--- config.mk ---
export PLATFORM = sky130hd
export DESIGN_NAME = klein_arbiter
export DESIGN_NICKNAME = d
export VERILOG_FILES = /design/src/rtl/klein_pkg.sv /design/src/rtl/klein_rr_arbiter.sv /design/src/rtl/klein_arbiter.sv
export SDC_FILE = /design/constraint.sdc
export NUM_CORES = 1
export LEC_CHECK = 0
export ABC_AREA = 1
export BUFFER_PORTS_ARGS = -buffer_cell sky130_fd_sc_hd__clkbuf_2
export CAP_MARGIN = 20
export CORE_AREA = 2 2 232 234
export DETAILED_ROUTE_END_ITERATION = 6
export DIE_AREA = 0 0 234 236
export PLACE_DENSITY = 0.47
export SLEW_MARGIN = 25
export SYNTH_ARGS = -nofsm -noshare
export SYNTH_HDL_FRONTEND = slang
export SYNTH_SLANG_ARGS = --single-unit
--- constraint.sdc ---
create_clock -name iclk -period 2.9 [get_ports iclk]
set_input_delay 0.145 -clock iclk [delete_from_list [all_inputs] [get_ports iclk]]
set_output_delay 0.145 -clock iclk [all_outputs]
set_load 0.03 [all_outputs]
--- src/rtl/klein_pkg.sv ---
// -----------------------------------------------------------------------------
// klein_pkg
// Shared types and constants for the KLEIN-64 two-requester arbiter.
//   klein_state_e     : sequencer states (IDLE, START, BUSY, RESP)
//   KLEIN_BLOCK_W     : block/key width in bits
//   KLEIN_CORE_LAT    : core load-to-done latency in cycles
//   KLEIN_TIMEOUT_DEF : default BUSY-state cycle limit (timeout build only)
// -----------------------------------------------------------------------------
package klein_pkg;

  localparam int KLEIN_BLOCK_W     = 64;
  localparam int KLEIN_CORE_LAT    = 12;
  localparam int KLEIN_TIMEOUT_DEF = 31;

  typedef enum logic [1:0] {
    ST_IDLE  = 2'd0,
    ST_START = 2'd1,
    ST_BUSY  = 2'd2,
    ST_RESP  = 2'd3
  } klein_state_e;

endpackage

--- src/rtl/klein_rr_arbiter.sv ---
// -----------------------------------------------------------------------------
// klein_rr_arbiter
// Two-way round-robin grant logic (purely combinational).
//   i_valid0/1 : requester N has a job
//   i_en       : grants may be issued (sequencer idle)
//   i_last     : id of the requester served last
//   o_grant    : one-hot grant, bit N = requester N
//   o_owner    : id of the granted requester (0 when nothing is granted)
// -----------------------------------------------------------------------------
module klein_rr_arbiter (
  input  logic       i_valid0,
  input  logic       i_valid1,
  input  logic       i_en,
  input  logic       i_last,
  output logic [1:0] o_grant,
  output logic       o_owner
);

  always_comb begin
    o_grant = 2'b00;
    if (i_en) begin
      case ({i_valid1, i_valid0})
        2'b01:   o_grant = 2'b01;
        2'b10:   o_grant = 2'b10;
        // Contention: the requester that was not served last wins.
        2'b11:   o_grant = i_last ? 2'b01 : 2'b10;
        default: o_grant = 2'b00;
      endcase
    end
  end

  assign o_owner = o_grant[1];

endmodule

--- src/rtl/klein_arbiter.sv ---
// -----------------------------------------------------------------------------
// klein_arbiter
// Round-robin arbiter and sequencer sharing one KLEIN-64 core between two
// requesters. A granted job is registered, the core is started with a single
// pulse, the result is captured on core completion and handed back to the
// owning requester. No job is accepted until the previous one has returned.
//
// Handshakes: a transfer happens on a rising clock edge where both valid and
// ready are high. Requesters hold valid and payload until they see ready;
// dropping valid earlier is allowed and transfers nothing. On the response
// side the arbiter holds ores valid/block/err stable until ires ready.
//
// Optional feature: define KLEIN_ARB_TIMEOUT_EN to abort a job that stays in
// BUSY for TIMEOUT cycles; the owner then gets ores_err = 1 and a zero block.
// Without the macro BUSY waits for the core indefinitely and ores_err is 0.
//
// Ports:
//   iclk, ireset                  clock, synchronous active-high reset
//   ireqN_valid/_block/_key       job request from requester N
//   oreqN_ready                   job from requester N accepted this cycle
//   oresN_valid/_block/_err       result for requester N
//   iresN_ready                   requester N consumes the result
//   ocore_start                   one-cycle core start pulse
//   ocore_block, ocore_key        registered job operands
//   icore_ready, icore_block      core done flag and ciphertext
//   odbg_state                    current sequencer state
// -----------------------------------------------------------------------------
module klein_arbiter
  import klein_pkg::*;
#(
  parameter int unsigned TIMEOUT = KLEIN_TIMEOUT_DEF
) (
  input  logic                     iclk,
  input  logic                     ireset,
  input  logic                     ireq0_valid,
  input  logic                     ireq1_valid,
  output logic                     oreq0_ready,
  output logic                     oreq1_ready,
  input  logic [0:KLEIN_BLOCK_W-1] ireq0_block,
  input  logic [0:KLEIN_BLOCK_W-1] ireq1_block,
  input  logic [0:KLEIN_BLOCK_W-1] ireq0_key,
  input  logic [0:KLEIN_BLOCK_W-1] ireq1_key,
  output logic                     ores0_valid,
  output logic                     ores1_valid,
  input  logic                     ires0_ready,
  input  logic                     ires1_ready,
  output logic [0:KLEIN_BLOCK_W-1] ores0_block,
  output logic [0:KLEIN_BLOCK_W-1] ores1_block,
  output logic                     ores0_err,
  output logic                     ores1_err,
  output logic                     ocore_start,
  output logic [0:KLEIN_BLOCK_W-1] ocore_block,
  output logic [0:KLEIN_BLOCK_W-1] ocore_key,
  input  logic                     icore_ready,
  input  logic [0:KLEIN_BLOCK_W-1] icore_block,
  output klein_state_e             odbg_state
);

  if (TIMEOUT < 1 || TIMEOUT > 255) begin : g_bad_timeout
    $error("klein_arbiter: TIMEOUT must be in 1..255");
  end

  klein_state_e             r_state;
  klein_state_e             w_next;
  logic                     r_last;
  logic                     r_owner;
  logic [0:KLEIN_BLOCK_W-1] r_blk;
  logic [0:KLEIN_BLOCK_W-1] r_key;
  logic [0:KLEIN_BLOCK_W-1] r_res;
  logic [1:0]               w_grant;
  logic                     w_owner;
  logic                     w_accept;
  logic                     w_res_take;
  logic                     w_in_resp;
  logic                     w_timeout;

  klein_rr_arbiter u_rr (
    .i_valid0 (ireq0_valid),
    .i_valid1 (ireq1_valid),
    .i_en     (r_state == ST_IDLE),
    .i_last   (r_last),
    .o_grant  (w_grant),
    .o_owner  (w_owner)
  );

  // A grant is only issued to a valid requester, so any grant is an accept.
  assign w_accept   = |w_grant;
  assign w_in_resp  = (r_state == ST_RESP);
  assign w_res_take = w_in_resp && (r_owner ? ires1_ready : ires0_ready);

  // State register.
  always_ff @(posedge iclk) begin
    if (ireset) r_state <= ST_IDLE;
    else        r_state <= w_next;
  end

  // Next-state logic.
  always_comb begin
    w_next = r_state;
    case (r_state)
      ST_IDLE:  if (w_accept) w_next = ST_START;
      ST_START: w_next = ST_BUSY;
      ST_BUSY:  if (icore_ready || w_timeout) w_next = ST_RESP;
      ST_RESP:  if (w_res_take) w_next = ST_IDLE;
      default:  w_next = ST_IDLE;
    endcase
  end

  // Operand, result and round-robin pointer registers.
  always_ff @(posedge iclk) begin
    if (ireset) begin
      r_last  <= 1'b1;
      r_owner <= 1'b0;
      r_blk   <= '0;
      r_key   <= '0;
      r_res   <= '0;
    end else begin
      if (w_accept) begin
        r_owner <= w_owner;
        r_blk   <= w_owner ? ireq1_block : ireq0_block;
        r_key   <= w_owner ? ireq1_key   : ireq0_key;
      end
      if ((r_state == ST_BUSY) && icore_ready) r_res <= icore_block;
      else if (w_timeout)                      r_res <= '0;
      if (w_res_take) r_last <= r_owner;
    end
  end

  assign oreq0_ready = w_grant[0];
  assign oreq1_ready = w_grant[1];
  assign ocore_start = (r_state == ST_START);
  assign ocore_block = r_blk;
  assign ocore_key   = r_key;
  assign ores0_valid = w_in_resp & ~r_owner;
  assign ores1_valid = w_in_resp &  r_owner;
  assign ores0_block = ores0_valid ? r_res : '0;
  assign ores1_block = ores1_valid ? r_res : '0;
  assign odbg_state  = r_state;

`ifdef KLEIN_ARB_TIMEOUT_EN
  localparam logic [7:0] TO_LAST = 8'(TIMEOUT - 1);

  logic [7:0] r_cnt;
  logic       r_err;

  // Clearing in START is the same as clearing on entry to BUSY; the counter
  // then holds the number of BUSY cycles already spent.
  always_ff @(posedge iclk) begin
    if (ireset) begin
      r_cnt <= '0;
      r_err <= 1'b0;
    end else begin
      if (r_state == ST_START)     r_cnt <= '0;
      else if (r_state == ST_BUSY) r_cnt <= r_cnt + 8'd1;
      if (r_state == ST_BUSY) begin
        if (icore_ready)    r_err <= 1'b0;
        else if (w_timeout) r_err <= 1'b1;
      end
    end
  end

  assign w_timeout = (r_state == ST_BUSY) && !icore_ready && (r_cnt == TO_LAST);
  assign ores0_err = ores0_valid & r_err;
  assign ores1_err = ores1_valid & r_err;
`else
  assign w_timeout = 1'b0;
  assign ores0_err = 1'b0;
  assign ores1_err = 1'b0;
`endif

endmodule

== Word-level counts from Yosys, hierarchy flattened ==
Index checks and enable logic that the tools add are counted.

* Shift operators: 0
* Multiplexer cells: 12
* Reductions and logical operators: 5
* Multipliers: 0
* Divide/modulo/power cells: 0
* Add/subtract/negate cells: 0
* Equal/unequal tests: 9
* Bitwise gates (word level): 3
* Order comparisons: 0

{| class="wikitable"
|+ Operators with widths
! cell !! number
|-
| 64-bit two-way mux || 4
|-
| 2-bit two-way mux || 5
|-
| 2-bit equality test (second input constant) || 4
|-
| 2-bit one-hot mux with 4 select lines || 1
|-
| 2-bit inequality test (second input constant) || 3
|-
| 2-bit one-hot mux with 3 select lines || 1
|-
| 2-bit by 1-bit equality test with 1-bit output (second input constant) || 2
|-
| 3-bit AND reduction || 1
|-
| 1-bit AND || 2
|-
| 1-bit logical AND || 2
|-
| 2-bit logical NOT || 1
|-
| 2-bit OR reduction || 1
|-
| 1-bit two-way mux || 1
|-
| 1-bit inverter || 1
|}

* Word-level logic and storage cells: 35
* ROM bits: 0
* Bits in writable memories: 0
* Flip-flop bits (word level): 196
* Memories kept: 0
* Bits in latches: 0
* Output and inout bits: 265

== Logic depth before layout (Yosys ltp) ==
* Depth in word-level cells: 6
* Gate-level depth with buffers: 10
* Mapped depth without buffers: 8

== Modules after synthesis ==
A second synthesis with hierarchy kept.

* Cells, all modules: 1189
* Area total of the unflattened synthesis: 8609.5 sq um

{| class="wikitable"
|+ Modules (own cells, without submodules)
! module !! cells an instance !! area an instance (sq um) !! times used
|-
| klein_arbiter || 1183 || 8580.7 || 1
|-
| klein_rr_arbiter || 6 || 28.8 || 1
|}

== Worst setup path after synthesis ==
Ideal clock, no wire load.

* Path type: reg2out
* From: register r_state[1], in the netlist odbg_state[1]
* To: output ores1_block[10] (netlist name)
* Data required time: 2755 ps
* Setup slack: 1082 ps
* Arrival time: 1673 ps
* Stages on the path, launching flop included: 6
* Path buffers: 2
* Path through: dfxtp_1 ha_1 nand2_1 clkbuf_1 clkbuf_1 nor2_1

* Longest elaborated chain between the ends: 3

{| class="wikitable"
|+ Ends and longest elaborated chain
! element !! RTL line !! source
|-
| start: declaration || klein_arbiter.sv:63 || <nowiki>klein_state_e r_state;</nowiki>
|-
| start signal: assignment || klein_arbiter.sv:94 || <nowiki>else r_state <= w_next;</nowiki>
|-
| 2-bit equality test || klein_arbiter.sv:88 || <nowiki>assign w_in_resp = (r_state == ST_RESP);</nowiki>
|-
| 1-bit AND || klein_arbiter.sv:135 || <nowiki>assign ores1_valid = w_in_resp & r_owner;</nowiki>
|-
| 64-bit two-way mux || klein_arbiter.sv:137 || <nowiki>assign ores1_block = ores1_valid ? r_res : '0;</nowiki>
|-
| end: declaration || klein_arbiter.sv:48 || <nowiki>output logic [0:KLEIN_BLOCK_W-1] ores1_block,</nowiki>
|}

Every way passes these cells.

== Worst setup path after layout ==
* From: register r_state[1], in the netlist odbg_state[1]
* To: register r_key, in the netlist ocore_key[15]

* Longest elaborated chain between the ends: 3
* Elaborated cells between the ends (all ways): 4
* Those cells by class: mux: 2; reduce/logical: 2

{| class="wikitable"
|+ Ends and longest elaborated chain
! element !! RTL line !! source
|-
| 2-bit logical NOT * || klein_arbiter.sv:80 || <nowiki>.i_en (r_state == ST_IDLE),</nowiki>
|-
| 2-bit two-way mux * || klein_rr_arbiter.sv:21 || <nowiki>if (i_en) begin</nowiki>
|-
| 64-bit two-way mux or 2-bit OR reduction (tied branches) || klein_arbiter.sv:121, klein_arbiter.sv:87 ||
|-
| end signal: assignment || klein_arbiter.sv:121 || <nowiki>r_key <= w_owner ? ireq1_key : ireq0_key;</nowiki>
|-
| end: declaration || klein_arbiter.sv:68 || <nowiki>logic [0:KLEIN_BLOCK_W-1] r_key;</nowiki>
|}

Mark *: on every way between the ends. The rest lies on a longest branch, timed or not.
A chain may end at the register's enable or synchronous reset.

==> impl_metrics.ini <==
[cts]
clkSinkCount = 196
path_clk_slew_ns = 0.08
postCtsHoldBufs = 320
tritoncts = done
cts-resized-gates = 0
post_cts_buffers = 0
cts_buffers = 17
htreeDepth = 4
clock_path_buffers = 2
clock-root-buffer = clkbuf_16
clock_latency_ns = 0.48

[setup_path]
path_max_fanout = 130
cp.arrival_ns = 3.00
cp-end-kind = register
ff2ff_setup_slack_ns = 0.32
critPathKind = register to register
cp-start-kind = register
timing.rr.start = odbg_state[1]
worstPathRequired_ns = 3.32
r2r_cells = 10
r2r-end = ocore_key[15]

[global_routing]
grt_pass1_wl_um = 60700
grt_max_degree = 131
busiest_layer = met2
antenna_found_initial = 0
grt_overflow = 0
globalRouteMet1Util_pct = 14.8
use_met2_pct = 25.5
first_global_vias = 12000
grt_usage_pct = 14.1
met3_usage_pct = 3.66

[routing]
ant_nets = 0
vias = 12200
drt_iter0_markers = 453
wl_per_cell_um = 13.6
drc_errors = 0
dr.pass1.iters = 5
wl_um = 40500
vias_per_cell = 4.09

[timing]
rsz0062_at_grt = false
fin_crit_ns = 2.58
maxSlewViolCount = 0
skew_ns = 0.0147
finalSetupViolCount = 0
fin_setup_tns_ns = 0
fmax_ghz = 0.388
maxSlewHeadroom_pct = 53.8
fin_crit_sh_pct = 88.9
timing_hold_violations_final = 0
worst_slew_pin_slew_ns = 0.691

[synthesis]
yosys.area_share.adder_pct = 0.547
synthXorXnorAreaFrac_pct = 0
syn_area_per_cell_um2 = 6.38
synth_top_area_share_pct = 42.9
synthTopCellsByArea = dfxtp_1, nand2_1, nand3_1
muxShareOfSynthArea_pct = 0
yosysWarnings = 0
yosysTopAreaCell = dfxtp_1
synth_cells = 1435
synth_area_um2 = 9150
synth_simple_gate_area_share_pct = 36.2
seq_area_frac_synth_pct = 42.9
synth_top_family_by_area = simple AND/OR/NAND/NOR gates
synth_compound_area_share_pct = 7.15
synthDistinctLibCells = 16
ys_ff_latch = 196

[power]
seqPwrFrac_pct = 31.0
p_comb_share_pct = 47.7
internal-power_w = 0.00680
switching_share_pct = 40.9
p_clk_share_pct = 21.3
powerDensity_nw_per_um2 = 695
vdd_ir_drop_max_uv = 392
p_switching_w = 0.00470
power_w = 0.0115
p_leak_nw = 8.88

[die]
start_util_pct = 17.2
rows = 85
fp.coreArea_um2 = 53100
io_pins = 592
die_w_um = 234
die_area_um2 = 55200
die_h_um = 236

[job]
maxCapViolCount = 0

[run_status]
status = complete, no violations

[hold_path]
min_from = icore_block[9]
min_path_cells = 3
hold_end = r_res[9]
hold_class = input port to register

[place]
routabilityCongestion = 0.844
dp_hpwl_um = 27400
portBuffers = 589

[final_layout]
area_delta_synth_final_pct = 80.8
nets = 2602
antenna_cells = 0
layout-drive-gt1-share_pct = 28.1
-- critical path: stages (launching register included) --
cell and delay, ns:
dfxtp_1 0.34, inv_1 0.12, ha_1 0.31, nand2_4 0.10
a21oi_4 0.14, buf_12 0.47, nand2_1 0.15, nand3_1 0.11
dlygate4sd3_1 0.54, nand2_1 0.05, inv_1 0.05
-- stage by stage --
stage	setup slack (ns)	util (%)	hold WS, ns	area [µm²]	instances
6_report	0.322	31.2	0.0420	16500	2980
5_1_grt	0.185	31.2	0.0517	16500	2980
4_1_cts	0.342	31.2	0.000992	16500	2980
3_5_place_dp	0.905	24.1	0.395	12800	2628
3_3_place_gp	0.947	24.1	0.393	12800	2628
2_1_floorplan	1.08	-	0.224	9160	1436
-- power groups by stage --
stage	combinational [W]	sequential, W	clock, W
floorplan	0.00209	0.00437	0
global placement	0.00428	0.00361	0
detailed placement	0.00430	0.00362	0
CTS	0.00550	0.00356	0.00258
global route	0.00600	0.00362	0.00265
finish	0.00549	0.00356	0.00245
-- cell families (layout without fill, tap and decap cells) --
group | after synthesis | count (layout)
AND/OR/NAND/NOR | 794 | 794
buffers and inverters | 310 | 1158
flip-flops | 196 | 196
AO/OA/AOI/OAI | 130 | 130
adder cells (fa/ha/maj) | 4 | 4
other | 1 | 2
-- how the worst max path moves through the flow --
stage                              from               to  slack [ns]
after detailed placement  odbg_state[1]  ocore_block[33]        0.90
after floorplan           odbg_state[1]  ores1_block[10]        1.08
after global placement    odbg_state[0]   ocore_block[1]        0.95
final                     odbg_state[1]    ocore_key[15]        0.32
after CTS                 odbg_state[1]      oreq1_ready        0.34
after global routing      odbg_state[1]  ocore_block[48]        0.19
-- layer usage --
layer	part of all wire [%]	vias to the layer above
met5	0	-
met4	4.3	0
met3	6.9	88
met2	50	499
met1	39	5504
li1	-	6094
-- registers in the layout (all words and copies together) (netlist names) --
register	count
ocore_block	64
r_owner	1
r_last	1
odbg_state	2
ocore_key	64
r_res	64
-- layout by cell type (no fill, tap or decap) --
master,Yosys,layout
clkbuf_2,0,589
nand2_1,398,393
dlygate4sd3_1,0,320
nand3_1,261,261
inv_1,203,202
dfxtp_1,196,196
nor2_1,133,132
a21oi_1,65,65
o21ai_0,64,64
clkbuf_16,0,17
buf_4,3,7
buf_12,0,7
inv_6,0,6
ha_1,4,4
nand2_4,0,3
clkinv_2,0,3
nand2_2,0,2
conb_1,1,2
clkbuf_1,55,2
bufinv_16,0,2
a21oi_4,0,1
nor2_4,0,1
nand4_1,1,1
nor3_1,1,1
clkinv_4,0,1
clkinvlp_4,0,1
inv_8,0,1
-- Yosys cell counts --
master    instances
a21oi_2           1
a21oi_1          65
nand2_1         398
o21ai_0          64
nand4_1           1
conb_1            1
buf_4             3
ha_1              4
clkbuf_1         55
nor3_1            1
inv_1           203
nor2_1          133
nand3_1         261
buf_1            21
dfxtp_1         196
buf_2            28
-- final cells by class --
type                       count  area [µm²]
fill                        5731       36500
timing repair buffer         923        6340
multi-input combinational    930        4070
sequential                   196        3920
tap                          696         871
inverter                     203         767
clock buffer                  19         433
clock inverter                13         146
No activity file was read; power rests on OpenSTA's default activity.
